## src/rtl/alu_issue_pkg.sv

```systemverilog
// alu_issue_pkg
//   Shared definitions for the ALU issue/writeback stage: instruction op
//   codes (ALU encoding 0-12 plus the stage-level ops 13-15), the issue FSM
//   state type, and the register index type.
package alu_issue_pkg;

  typedef logic [1:0] reg_idx_t;
  typedef logic [3:0] op_t;

  localparam op_t OP_ADD   = 4'd0;
  localparam op_t OP_SUB   = 4'd1;
  localparam op_t OP_AND   = 4'd2;
  localparam op_t OP_OR    = 4'd3;
  localparam op_t OP_XOR   = 4'd4;
  localparam op_t OP_NOT   = 4'd5;
  localparam op_t OP_NEG   = 4'd6;
  localparam op_t OP_PASSA = 4'd7;
  localparam op_t OP_PASSB = 4'd8;
  localparam op_t OP_SHL1  = 4'd9;
  localparam op_t OP_SHR1  = 4'd10;
  localparam op_t OP_INC   = 4'd11;
  localparam op_t OP_DEC   = 4'd12;
  localparam op_t OP_SHLN  = 4'd13;
  localparam op_t OP_SHRN  = 4'd14;
  localparam op_t OP_CLR   = 4'd15;

  typedef enum logic [1:0] {
    IDLE = 2'd0,
    EXEC = 2'd1,
    ITER = 2'd2
  } state_t;

  function automatic logic is_shift_n(op_t op);
    return (op == OP_SHLN) || (op == OP_SHRN);
  endfunction

  // ALU op presented for an accepted instruction. Multi-step shifts are
  // turned into their shift-by-one ALU op; a zero count degenerates to a
  // plain pass of operand A so it can share the single-cycle path.
  function automatic op_t issue_alu_op(op_t op, logic [2:0] k);
    op_t res;
    res = op;
    if (is_shift_n(op)) begin
      if (k == 3'd0)          res = OP_PASSA;
      else if (op == OP_SHLN) res = OP_SHL1;
      else                    res = OP_SHR1;
    end
    return res;
  endfunction

endpackage

```

## src/rtl/alu_regfile.sv

```systemverilog
// alu_regfile
//   NREG x 8-bit register file with two combinational read ports and one
//   synchronous write port; synchronous active-high reset clears all entries.
// Ports:
//   clk_i, rst_i       clock / synchronous reset
//   ra_a_i, rd_a_o     read port A address / data
//   ra_b_i, rd_b_o     read port B address / data
//   we_i, wa_i, wd_i   write enable / address / data
module alu_regfile
  import alu_issue_pkg::*;
#(
  parameter int NREG = 4
) (
  input  logic       clk_i,
  input  logic       rst_i,
  input  reg_idx_t   ra_a_i,
  output logic [7:0] rd_a_o,
  input  reg_idx_t   ra_b_i,
  output logic [7:0] rd_b_o,
  input  logic       we_i,
  input  reg_idx_t   wa_i,
  input  logic [7:0] wd_i
);

  logic [7:0] r_mem [NREG];

  always_ff @(posedge clk_i) begin
    if (rst_i) begin
      for (int i = 0; i < NREG; i++) r_mem[i] <= 8'h00;
    end else if (we_i) begin
      r_mem[wa_i] <= wd_i;
    end
  end

  assign rd_a_o = r_mem[ra_a_i];
  assign rd_b_o = r_mem[ra_b_i];

endmodule

```

## src/rtl/alu_issue.sv

```systemverilog
// alu_issue
//   Issue/writeback stage in front of an 8-bit combinational ALU. Accepts
//   two-address instructions (rd = dest and operand A, rs/imm = operand B),
//   registers the ALU inputs, writes the ALU result back with zero/neg flags,
//   and iterates shift-by-one ALU ops for multi-step shifts (ops 13/14).
//
//   state | meaning
//   IDLE  | nothing in flight
//   EXEC  | single-cycle op in flight, writes back on the next edge
//   ITER  | multi-step shift in flight, cnt steps remaining
//
// Ports:
//   clk_i, rst_i                 clock / synchronous active-high reset
//   in_valid_i, in_ready_o       instruction handshake
//   in_op_i, in_rd_i, in_rs_i    op code, destination/A register, B register
//   in_imm_sel_i, in_imm_i       immediate select and value (shift count [2:0])
//   alu_a_o, alu_b_o, alu_op_o   registered ALU inputs
//   alu_r_i                      combinational ALU result
//   wb_valid_o, wb_reg_o, wb_data_o  writeback pulse, register and value
//   zero_o, neg_o                flags of the last written value
//   busy_o                       an instruction is in flight
module alu_issue
  import alu_issue_pkg::*;
#(
  parameter int NREG = 4
) (
  input  logic       clk_i,
  input  logic       rst_i,
  input  logic       in_valid_i,
  output logic       in_ready_o,
  input  logic [3:0] in_op_i,
  input  logic [1:0] in_rd_i,
  input  logic [1:0] in_rs_i,
  input  logic       in_imm_sel_i,
  input  logic [7:0] in_imm_i,
  output logic [7:0] alu_a_o,
  output logic [7:0] alu_b_o,
  output logic [3:0] alu_op_o,
  input  logic [7:0] alu_r_i,
  output logic       wb_valid_o,
  output logic [1:0] wb_reg_o,
  output logic [7:0] wb_data_o,
  output logic       zero_o,
  output logic       neg_o,
  output logic       busy_o
);

  state_t     r_state;
  state_t     w_state_nxt;
  logic [2:0] r_cnt;
  reg_idx_t   r_dst;
  logic [7:0] r_alu_a;
  logic [7:0] r_alu_b;
  op_t        r_alu_op;
  logic       r_wb_valid;
  reg_idx_t   r_wb_reg;
  logic [7:0] r_wb_data;
  logic       r_zero;
  logic       r_neg;

  logic       w_ready;
  logic       w_busy;
  logic       w_wb_en;
  logic       w_accept;
  logic [2:0] w_k;
  logic       w_go_iter;
  logic       w_fwd;
  logic [7:0] w_rf_a;
  logic [7:0] w_rf_b;
  logic [7:0] w_opa;
  logic [7:0] w_opb;
  op_t        w_alu_op_nxt;

  alu_regfile #(.NREG(NREG)) u_rf (
    .clk_i  (clk_i),
    .rst_i  (rst_i),
    .ra_a_i (in_rd_i),
    .rd_a_o (w_rf_a),
    .ra_b_i (in_rs_i),
    .rd_b_o (w_rf_b),
    .we_i   (w_wb_en),
    .wa_i   (r_dst),
    .wd_i   (alu_r_i)
  );

  // ---------------- FSM: state register ----------------
  always_ff @(posedge clk_i) begin
    if (rst_i) r_state <= IDLE;
    else       r_state <= w_state_nxt;
  end

  // ---------------- FSM: next state ----------------
  always_comb begin
    w_state_nxt = r_state;
    case (r_state)
      IDLE: begin
        if (w_accept) w_state_nxt = w_go_iter ? ITER : EXEC;
      end
      EXEC: begin
        if (w_accept) w_state_nxt = w_go_iter ? ITER : EXEC;
        else          w_state_nxt = IDLE;
      end
      ITER: begin
        if (r_cnt <= 3'd1) w_state_nxt = IDLE;
      end
      default: w_state_nxt = IDLE;
    endcase
  end

  // ---------------- FSM: outputs ----------------
  always_comb begin
    w_ready = 1'b1;
    w_busy  = 1'b0;
    w_wb_en = 1'b0;
    case (r_state)
      EXEC: begin
        w_busy  = 1'b1;
        w_wb_en = 1'b1;
      end
      ITER: begin
        w_ready = 1'b0;
        w_busy  = 1'b1;
        w_wb_en = (r_cnt == 3'd1);
      end
      default: ;
    endcase
  end

  assign in_ready_o = w_ready;
  assign busy_o     = w_busy;
  assign w_accept   = in_valid_i && w_ready;

  // ---------------- operand selection ----------------
  assign w_k          = in_imm_i[2:0];
  assign w_go_iter    = is_shift_n(in_op_i) && (w_k != 3'd0);
  assign w_alu_op_nxt = issue_alu_op(in_op_i, w_k);

  // While EXEC is in flight the register file still holds the old value of
  // r_dst (it is written on this same edge), so bypass the ALU result.
  assign w_fwd = (r_state == EXEC);
  assign w_opa = (w_fwd && (in_rd_i == r_dst)) ? alu_r_i : w_rf_a;
  assign w_opb = in_imm_sel_i                  ? in_imm_i :
                 (w_fwd && (in_rs_i == r_dst)) ? alu_r_i  : w_rf_b;

  // ---------------- datapath registers ----------------
  always_ff @(posedge clk_i) begin
    if (rst_i) begin
      r_alu_a    <= 8'h00;
      r_alu_b    <= 8'h00;
      r_alu_op   <= OP_ADD;
      r_dst      <= 2'd0;
      r_cnt      <= 3'd0;
      r_wb_valid <= 1'b0;
      r_wb_reg   <= 2'd0;
      r_wb_data  <= 8'h00;
      r_zero     <= 1'b0;
      r_neg      <= 1'b0;
    end else begin
      r_wb_valid <= w_wb_en;
      if (w_wb_en) begin
        r_wb_reg  <= r_dst;
        r_wb_data <= alu_r_i;
        r_zero    <= (alu_r_i == 8'h00);
        r_neg     <= alu_r_i[7];
      end

      if (w_accept) begin
        r_alu_a  <= w_opa;
        r_alu_b  <= w_opb;
        r_alu_op <= w_alu_op_nxt;
        r_dst    <= in_rd_i;
        r_cnt    <= w_go_iter ? w_k : 3'd0;
      end else if ((r_state == ITER) && (r_cnt > 3'd1)) begin
        // feed the partial shift back as the next operand A
        r_alu_a <= alu_r_i;
        r_cnt   <= r_cnt - 3'd1;
      end
    end
  end

  assign alu_a_o    = r_alu_a;
  assign alu_b_o    = r_alu_b;
  assign alu_op_o   = r_alu_op;
  assign wb_valid_o = r_wb_valid;
  assign wb_reg_o   = r_wb_reg;
  assign wb_data_o  = r_wb_data;
  assign zero_o     = r_zero;
  assign neg_o      = r_neg;

endmodule

```

## config.mk

```make
export PLATFORM = sky130hd
export DESIGN_NAME = alu_issue
export DESIGN_NICKNAME = d
export VERILOG_FILES = /design/src/rtl/alu_issue_pkg.sv /design/src/rtl/alu_regfile.sv /design/src/rtl/alu_issue.sv
export SDC_FILE = /design/constraint.sdc
export NUM_CORES = 1
export LEC_CHECK = 0
export ABC_AREA = 0
export ABC_CLOCK_PERIOD_IN_PS = 3150
export CAP_MARGIN = 10
export CORE_ASPECT_RATIO = 1.1
export CORE_MARGIN = 8
export CORE_UTILIZATION = 57
export CTS_CLUSTER_DIAMETER = 80
export DETAILED_ROUTE_END_ITERATION = 10
export GPL_ROUTABILITY_DRIVEN = 0
export PLACE_DENSITY = 0.85
export SLEW_MARGIN = 5
export SYNTH_ARGS = -nofsm -noshare
export SYNTH_HDL_FRONTEND = slang
export SYNTH_SLANG_ARGS = --single-unit
```

## constraint.sdc

```tcl
create_clock -name clk_i -period 3.15 [get_ports clk_i]
set_input_delay 0.63 -clock clk_i [delete_from_list [all_inputs] [get_ports clk_i]]
set_output_delay 0.63 -clock clk_i [all_outputs]
set_load 0.02 [all_outputs]
```

# Word level (Yosys, flattened, before mapping)

Memories as Yosys holds them, arrays and structs flattened.
Index checks and enable logic that the tools add are counted.

Register bits: 40
Input port bits: 28
Latch bits: 0
Memories: 1
RAM bits: 32
ROM bits: 0
Output and inout port bits: 35
Logic and storage cells: 65

Shift operators: 0
Reduce and logical (&&, ||, !) cells: 14
Muxes and demuxes: 27
Order comparisons: 2
Divide/modulo/power cells: 0
Add/sub/neg operators: 1
Eq/ne operators: 9
Multiply operators: 0
Bitwise logic cells: 0

Memory list:

| name       | depth | width | read ports | clocked after memory_dff | wr ports | line              | source |
|---|---|---|---|---|---|---|---|
| u_rf.r_mem | 4     | 8     | 2          | 0                        | 4        | alu_regfile.sv:25 | `logic [7:0] r_mem [NREG];` |

Operator list:

| cell                  | count |
|---|---|
| $mux W8               | 6 |
| $mux W2               | 6 |
| $mux W3               | 3 |
| $eq A4 B4 Y1 const B  | 2 |
| $logic_not A8 Y1      | 1 |
| $mux W1               | 8 |
| $mux W4               | 2 |
| $reduce_or A8 Y1      | 1 |
| $pmux W2 S3           | 1 |
| $logic_and A1 B1 Y1   | 5 |
| $eq A2 B2 Y1          | 2 |
| $ne A2 B2 Y1 const B  | 2 |
| $eq A3 B1 Y1 const B  | 1 |
| $gt A3 B1 Y1 const B  | 1 |
| $le A3 B1 Y1 const B  | 1 |
| $logic_not A3 Y1      | 1 |
| $reduce_bool A3 Y1    | 1 |
| $sub A3 B1 Y3 const B | 1 |
| $eq A2 B1 Y1 const B  | 1 |
| $eq A2 B2 Y1 const B  | 1 |
| $logic_not A2 Y1      | 1 |
| $pmux W1 S2           | 1 |
| $reduce_and A2 Y1     | 1 |
| $reduce_bool A2 Y1    | 1 |
| other kinds (2)       | 2 |

# Logic depth before layout (Yosys ltp)

Gate-level depths: netlist of run 1.

Depth after elaboration: 7
Gate-level depth with buffers: 8
Gate-level depth less buffers: 6

# Cells and area by module

Synthesis of run 1 repeated with hierarchy kept, for this count alone.

Cell total of the unflattened synthesis: 314
Area, all modules: 3606.0 µm²

Modules (own cells, without submodules):

| module      | area each (µm²) | instances | cells an instance |
|---|---|---|---|
| alu_issue   | 1934.4          | 1         | 220 |
| alu_regfile | 1671.6          | 1         | 94 |

# Worst setup path before layout of run 1

OpenSTA, ideal clock, no wires.

Path type: register to register
Start point: register r_state[0]
End point: memory u_rf.r_mem[3][0] (enable)
Arrival: 1.639 ns
Setup slack: 1.137 ns
Buffers on the path: 1
Required time: 2.775 ns
Stages on the path, launching flop included: 6
Clock period less this slack: 2.013 ns
Cell sequence: dfxtp_1 -> inv_1 -> ha_1 -> o21ai_4 -> buf_4 -> o21bai_1

RTL lines:

| what                     | line              | source |
|---|---|---|
| start: declaration       | alu_issue.sv:48   | `state_t r_state;` |
| start signal: assignment | alu_issue.sv:89   | `else r_state <= w_state_nxt;` |
| end: declaration         | alu_regfile.sv:25 |  |

# Final worst setup path of run 1

Start point: register r_state[0]
End point: output port in_ready_o

Longest elaborated chain between the ends: 2

RTL lines:

| what             | line             | source |
|---|---|---|
| $eq A2 B2 Y1     | alu_issue.sv:115 | `case (r_state)` |
| $mux W1          | alu_issue.sv:115 |  |
| end: declaration | alu_issue.sv:30  | `output logic in_ready_o,` |

No other way between the ends.

==> impl_metrics.ini, run 1 <==
[status]
run_status = finished clean

[synthesis]
synth_xor_area_frac = 0.0144
syn-cell-area_um2 = 3570
synthMuxAreaShare = 0.180
syn-num-nets = 331
synthArstFlopShare = 0
synthSimpleGateAreaFrac = 0.161
yosysWarnings = 0
avgSynthCellArea_um2 = 12.0
synth_top_family_by_area = multiplexers
ys_types = 42
synth-compound-area-share = 0.0989
synth_seq_area_share = 0.488
synthAdderAreaFrac = 0.0175
ys_ff_latch = 71
syn_inst = 298
synth-edff-count = 32
ys.flop_type = dfxtp_1

[pwr]
power_density_nw_per_um2 = 477
power_w = 0.00210
vdd_ir_drop_max_v = 0.000321
p_leak_nw = 1.69

[sta]
rsz0062_at_grt = no
max_slew_margin = 0.479
finalHoldViolations = 0
slew_violations = 0
fmax_mhz = 411
fin_hold_ws_ps = 454
skew_ps = 11.8
timing.final.crit_share = 0.772
worst_slew_pin_slew_ps = 771
setup_violations = 0
min_period_ps = 2430
setup_tns_ps = 0

[clock_tree]
cts.clk_slew.worst_paths_ps = 80
ctsResizeCount = 0
clock_path_buffers = 2
clk_latency_ps = 340
htreeDepth = 3
cts_setup_buffers = 0
cts_tree = done
cts_sinks = 71
ctsHoldBuffers = 0
cts_buffers = 9
root_buffer = clkbuf_8

[floorplan]
num_rows = 30
initial_core_util = 0.583
boundaryPins = 63
dieArea_um2 = 9050
die_x_um = 91.4
coreArea_um2 = 6120
die_y_um = 99.0

[critical_path]
r2r-start = r_state[0]$_SDFFE_PP0P_
critical_path_required_ps = 2520
crit_path_end_kind = primary output
slowest_stage = clkdlybuf4s50_1
cp_top_family = buffers and inverters
worstPathArrival_ps = 1800
startpoint = r_state[0]$_SDFFE_PP0P_
max_stage_delay_ps = 620
crit_type = flop to primary output
worst-path-buf-inv = 3
crit_fanout = 7
cpMostUsedCell = inv_1
cp-start-kind = flop
path_cells = inv_1 -> ha_1 -> inv_1 -> clkdlybuf4s50_1

[grt]
grt_use_met2 = 0.284
grt_pass1_wl_mm = 12.9
grt_pass1_vias = 2541
top_usage_layer = met2
grt_start_max_net_pins = 28
grt_use_met3 = 0.0555
grt_usage = 0.176
antenna_found_initial = 0
use_met1 = 0.216
overflow = 0

[routing]
drt-total-wl_mm = 7.59
ant_nets = 0
via_count = 2496
drtPass1Iterations = 4
drc = 0
viasPerCell = 5.65
drtIter0Drc = 109
avgRoutedWirePerCell_um = 17.2

[layout]
area_growth_pct = 23.6
finalCoreUtilization = 0.720
antenna_cells = 0
final_cell_area_um2 = 4410
drive_above_1_share = 0.127
nets = 390

[flow_run]
maxCapViolCount = 0

[place]
hpwlAfterDp_mm = 5.83
placed_area_um2 = 4210
io_buffers = 62

[min_path]
worstHoldStart = alu_op_o[3]$_SDFFE_PP0N_
min_path_type = flop to flop
## placed cells by master (no fill, tap or decap), types with 2 or more instances in the layout
cell             count
nor4_1               2
nand3b_1             9
buf_4                6
edfxtp_1            32
nor3_1               3
mux2i_1             27
dfxtp_1             39
xnor2_1              4
and2_1              32
clkinvlp_4           3
mux4_2              13
a211oi_1            20
nand2_1             10
ha_1                 5
nor4b_4              2
or2_2                3
nor2_1              28
inv_1                6
clkdlybuf4s50_1     61
mux4_1               3
a21oi_1              9
nand2b_1             2
clkbuf_8             9
a22oi_1              2
o21bai_1             2
o21ai_0             10
## cells by family (layout without fill, tap and decap cells)
logic type      after synthesis  in the layout
simple gates                 98             98
flops                        71             71
compound gates               50             50
mux                          43             43
buf+inv                      26             90
fa+ha+maj                     5              5
xor+xnor                      5              5
## worst min-delay path: stages (launching register included)
cell and delay, ps:
dfxtp_1 320, nand2_1 50, a21oi_1 50
## report_power, final
part | total [W] | switching (W) | internal [W]
combinational | 0.000340 | 0.000173 | 0.000168
clock | 0.000720 | 0.000351 | 0.000370
sequential | 0.00104 | 0.0000313 | 0.00101
## final timing paths
kind,end,slack [ps],depth (start not counted)
setup / recovery,in_ready_o,720,4
hold / removal,alu_op_o[3]$_SDFFE_PP0N_,450,2
setup reg to reg,u_rf.r_mem[2][6]$_SDFFCE_PN0P_,870,7
hold reg to reg,alu_op_o[3]$_SDFFE_PP0N_,450,2
## layout make-up
type	count	area (um2)
clock buffers	10	128
clock inverters	6	70.1
fillers	416	1710
inverters	6	22.5
multi-input cells	201	1680
flip-flops and latches	71	1740
well taps	80	100
repair buffers	68	661
## synthesized netlist by cell type (2+ instances only)
master,instances,area [um2]
dfxtp_1,39,781
and2_1,32,200
edfxtp_1,32,961
nor2_1,28,105
mux2i_1,27,270
a211oi_1,20,150
mux4_2,13,293
nand2_1,10,37.5
o21ai_0,10,50.1
a21oi_1,9,45.0
nand3b_1,9,67.6
clkbuf_1,8,30.0
inv_1,6,22.5
ha_1,5,62.6
buf_2,4,20.0
buf_4,4,30.0
xnor2_1,4,35.0
buf_6,3,33.8
mux4_1,3,78.8
nor3_1,3,15.0
or2_2,3,18.8
a22oi_1,2,15.0
nand2b_1,2,12.5
nor4_1,2,12.5
nor4b_4,2,47.6
o21bai_1,2,15.0
## stage by stage
step	setup WS (ps)	cells
CTS	710	442
floorplan	1140	298
global route	592	442
detailed placement	600	426
finish	720	442
global placement	672	426
## per-layer routing
metal	vias to the layer above	part of all wire
li1	1220	-
met1	1180	0.44
met2	85	0.48
met3	11	0.069
met4	0	0.014
met5	-	0
## flip-flops by register name, indices dropped and copies added, names as in the netlist
register and cells:
r_cnt 3, zero_o 1, alu_a_o 8, alu_b_o 8, alu_op_o 4, wb_reg_o 2
wb_data_o 8, r_dst 2, u_rf.r_mem 32, wb_valid_o 1, r_state 2
No activity file was read; power rests on OpenSTA's default activity.
==> run 2: changes to the inputs <==
- ABC_CLOCK_PERIOD_IN_PS: 3150 -> 2100
- CORE_UTILIZATION: 57 -> 48
- PLACE_DENSITY: 0.85 -> 0.77
- clock period: 3.15 -> 2.1 ns (I/O delays scaled with it)
==> impl_metrics.ini, run 2 (synthesized netlist as in run 1, its figures left out) <==
[layout]
fin_cells = 469
nets = 410
drive_above_1_share = 0.173
regMostFlops = u_rf.r_mem
fillers = 575
area_growth_pct = 30.0
final_common_cell = clkdlybuf4s50_1
multiInputGateArea_um2 = 1680
largest_reg_flops = 32
seq_area_um2 = 1740
antenna_cells = 0
layout_common_cells = 59 x clkdlybuf4s50_1, 39 x dfxtp_1, 32 x and2_1, 32 x edfxtp_1, 28 x nor2_1

[sta]
rsz0062_at_grt = no
setup_violations = 0
finalHoldViolations = 0
min_period_ps = 2000
worst_slew_pin_slew_ps = 724
timing.final.crit_share = 0.951
fin_hold_ws_ps = 421
setup_tns_ps = 0
slew_violations = 0
fmax_mhz = 501
layout_setup_ws_ps = 103
max_slew_margin = 0.516
skew_ps = 10.2

[critical_path]
cp-endpoint = in_ready_o
cp-start-kind = flop
r2r-start = r_state[0]$_SDFFE_PP0P_
crit_type = flop to primary output
crit_path_end_kind = primary output
crit_fanout = 6
slowest_stage = dfxtp_1
startpoint = r_state[0]$_SDFFE_PP0P_
critical_path_required_ps = 1680
cpMostUsedCell = inv_1
rr_endpoint = u_rf.r_mem[2][7]$_SDFFCE_PN0P_
reg2reg_depth = 5
max_stage_delay_ps = 360
regToRegSetupSlack_ps = 180
path_cells = inv_1 -> ha_1 -> buf_4 -> inv_1 -> dlygate4sd2_1
worstPathArrival_ps = 1580

[min_path]
min_path_type = input pin to flop

[floorplan]
die_y_um = 106
boundaryPins = 63
num_rows = 33
dieArea_um2 = 10400
coreArea_um2 = 7350
initial_core_util = 0.485
die_x_um = 98.2

[grt]
overflow = 0
grt_pass1_vias = 2657
grt_pass1_wl_mm = 13.7
grt_usage = 0.164
grt_start_max_net_pins = 29
antenna_found_initial = 0

[clock_tree]
cts_buffers = 9
clock_path_buffers = 2
htreeDepth = 3
root_buffer = clkbuf_8
cts_tree = done
cts_setup_buffers = 0
clk_latency_ps = 350
ctsHoldBuffers = 0
cts_sinks = 71
cts.clk_slew.worst_paths_ps = 70

[place]
dp.cells = 453
pre_cts_ws_ps = 31.3
io_buffers = 62
hpwlAfterDp_mm = 6.31

[routing]
drtIter0Drc = 90
drt-total-wl_mm = 8.22
avgRoutedWirePerCell_um = 17.5
viasPerCell = 5.50
drtPass1Iterations = 4
drc = 0
ant_nets = 0
via_count = 2580

[status]
run_status = finished clean

[pwr]
p_leak_nw = 1.83
vdd_ir_drop_max_v = 0.000696
power_density_nw_per_um2 = 744

[flow_run]
maxCapViolCount = 0
-- run 2: cell types whose count changed in the layout (fill, tap and decap cells not counted) --
cell             delta
clkinvlp_4          -3
dlygate4sd2_1       +2
clkdlybuf4s50_1     -2
buf_4              +18
inv_6               +1
buf_12              +2
bufinv_16           +2
-- run 2: layout make-up --
cell class,instances,share of cell area
Sequential cell,71,0.376
Tap cell,87,0.0235
Inverter,6,0.00486
Multi-Input combinational cell,201,0.363
Timing Repair Buffer,88,0.180
Clock inverter,6,0.0251
Clock buffer,10,0.0275
-- run 2: power breakdown --
group / switching [W] / total (W) / internal, W
registers: 0.0000472 / 0.00156 / 0.00151
logic: 0.000271 / 0.000549 / 0.000278
clock network: 0.000541 / 0.00134 / 0.000800
total: 0.000859 / 0.00345 / 0.00259
-- run 2: how the worst min path moves through the flow --
stage,start,endpoint,slack (ps),cells past startpoint
after floorplan,r_state[1]$_SDFFE_PP0P_,r_state[1]$_SDFFE_PP0P_,450,2
after global placement,alu_op_o[3]$_SDFFE_PP0N_,alu_op_o[3]$_SDFFE_PP0N_,440,2
after detailed placement,zero_o$_SDFFE_PP0P_,zero_o$_SDFFE_PP0P_,460,2
after CTS,rst_i,zero_o$_SDFFE_PP0P_,420,2
after global routing,rst_i,zero_o$_SDFFE_PP0P_,460,2
final,rst_i,zero_o$_SDFFE_PP0P_,420,2
-- run 2: stage by stage --
stage / util / power (W) / cell area [um2]
5_1_grt: 0.631 / 0.00357 / 4630
3_5_place_dp: 0.598 / 0.00214 / 4390
2_1_floorplan: - / 0.00190 / 3570
4_1_cts: 0.631 / 0.00347 / 4630
6_report: 0.631 / 0.00345 / 4630
3_3_place_gp: 0.598 / 0.00213 / 4390
-- run 2: what timing repair did --
action,CTS,global route
resized for setup,2,0
endpoints found under the setup margin,2,0
hold endpoints to repair,0,0
-- run 2: critical path: cells and delay by family (launching register included) --
kind	cells	cell delay, ps
buffers and inverters	4	660
DFF	1	360
adders and majority gates	1	200
-- run 2: layer usage --
metal / track usage / wire length [um]
met1: 0.192 / 3610
met2: 0.274 / 3980
met5: 0 / 0
met3: 0.0497 / 443
met4: 0.0724 / 185
==> run 3: changes to the inputs <==
- CORE_MARGIN: 8 -> 10
- SLEW_MARGIN: 5 -> unset
==> impl_metrics.ini, run 3 (synthesized netlist as in run 1, its figures left out) <==
[critical_path]
slowest_stage = dfxtp_1
worst-path-buf-inv = 4
cp-start-kind = flop
crit_fanout = 6
critical_path_required_ps = 1680
cp_top_family = buffers and inverters
worstPathArrival_ps = 1560
max_stage_delay_ps = 360
cpMostUsedCell = inv_1
crit_path_end_kind = primary output
path_cells = inv_1 -> ha_1 -> buf_4 -> inv_1 -> dlygate4sd2_1
crit_type = flop to primary output

[floorplan]
die_y_um = 110
die_x_um = 102
boundaryPins = 63
dieArea_um2 = 11300
coreArea_um2 = 7130
initial_core_util = 0.500
num_rows = 32

[layout]
fillers = 554
antenna_cells = 0
largest_reg_flops = 32
nets = 411
regMostFlops = u_rf.r_mem
layout_common_cells = 59 x clkdlybuf4s50_1, 39 x dfxtp_1, 32 x and2_1, 32 x edfxtp_1, 28 x nor2_1
final_common_cell = clkdlybuf4s50_1
area_growth_pct = 28.6
drive_above_1_share = 0.178

[routing]
avgRoutedWirePerCell_um = 17.4
drtIter0Drc = 97
viasPerCell = 5.53
drtPass1Iterations = 4
via_count = 2589
drt-total-wl_mm = 8.14
ant_nets = 0
drc = 0

[grt]
grt_start_max_net_pins = 29
antenna_found_initial = 0
grt_pass1_wl_mm = 13.3
grt_use_met3 = 0.0399
grt_usage = 0.144
grt_pass1_vias = 2644
use_met1 = 0.183
top_usage_layer = met2
grt_use_met2 = 0.227
overflow = 0

[clock_tree]
cts_tree = done
clk_latency_ps = 350
htreeDepth = 3
cts.clk_slew.worst_paths_ps = 80
root_buffer = clkbuf_8
cts_buffers = 9
clock_path_buffers = 2
cts_sinks = 71

[sta]
min_period_ps = 1980
setup_violations = 0
timing.final.crit_share = 0.942
rsz0062_at_grt = no
finalHoldViolations = 0
worst_slew_pin_slew_ps = 723
slew_violations = 0
fmax_mhz = 506
skew_ps = 11.0
setup_tns_ps = 0
max_slew_margin = 0.517

[status]
run_status = finished clean

[pwr]
power_density_nw_per_um2 = 681
vdd_ir_drop_max_v = 0.000476
power_w = 0.00312
p_leak_nw = 1.81

[flow_run]
maxCapViolCount = 0

[min_path]
min_path_type = flop to flop

[place]
io_buffers = 62
hpwlAfterDp_mm = 6.26
## run 3: changes by cell type in the layout (fill, tap and decap cells not counted), sizes merged
| cell | before | now |
|---|---|---|
| bufinv | 3 | 0 |
| clkbuf | 10 | 9 |
| inv | 8 | 9 |
| buf | 27 | 28 |
| clkinv | 1 | 4 |
## run 3: tightest hold or removal path, cell delays in order (launching register included)
cell and delay, ps:
dfxtp_1 320, nand2_1 50, a21oi_1 50
## run 3: repair_timing
item,in CTS,in global routing
setup buffers,0,1
cloned,0,0
resized for setup,2,0
setup endpoints to repair,2,1
hold buffers,0,0
## run 3: path summary, 6_finish.rpt
kind	from	endpoint	slack (ps)	depth (start not counted)
max reg2reg	r_state[0]$_SDFFE_PP0P_	u_rf.r_mem[1][5]$_SDFFCE_PN0P_	170	5
min	alu_op_o[3]$_SDFFE_PP0N_	alu_op_o[3]$_SDFFE_PP0N_	470	2
max	r_state[0]$_SDFFE_PP0P_	in_ready_o	120	5
min reg2reg	alu_op_o[3]$_SDFFE_PP0N_	alu_op_o[3]$_SDFFE_PP0N_	470	2
## run 3: where the power goes
group / switching (W) / leakage, nW / internal [W]
clock network: 0.000566 / 0.0944 / 0.000441
logic: 0.000273 / 1.07 / 0.000284
registers: 0.0000462 / 0.650 / 0.00151
total: 0.000886 / 1.81 / 0.00224
## run 3: layer usage
metal | up-vias | routed length [um]
met3 | 7 | 619
met2 | 86 | 3860
met1 | 1237 | 3550
li1 | 1259 | -
met4 | 0 | 110
met5 | - | 0
## run 3: cell type report
class / count / area [um2] / share of cell area
timing repair buffer: 89 / 853 / 0.186
sequential: 71 / 1740 / 0.380
clock inverter: 7 / 53.8 / 0.0117
tap: 85 / 106 / 0.0232
inverter: 6 / 22.5 / 0.00491
multi-input combinational: 201 / 1680 / 0.367
clock buffer: 9 / 124 / 0.0270
## run 3: metrics by stage
step                      hold slack, ps  worst slack (ps)  cell area (um2)  std cells   util
final                                465               122             4590        468  0.643
after global routing                 480              18.9             4590        468  0.643
after CTS                            465               105             4570        467  0.641
after detailed placement             452              19.0             4390        451  0.616
after global placement               452               106             4390        451  0.616
after floorplan                      449              86.6             3570        298      -
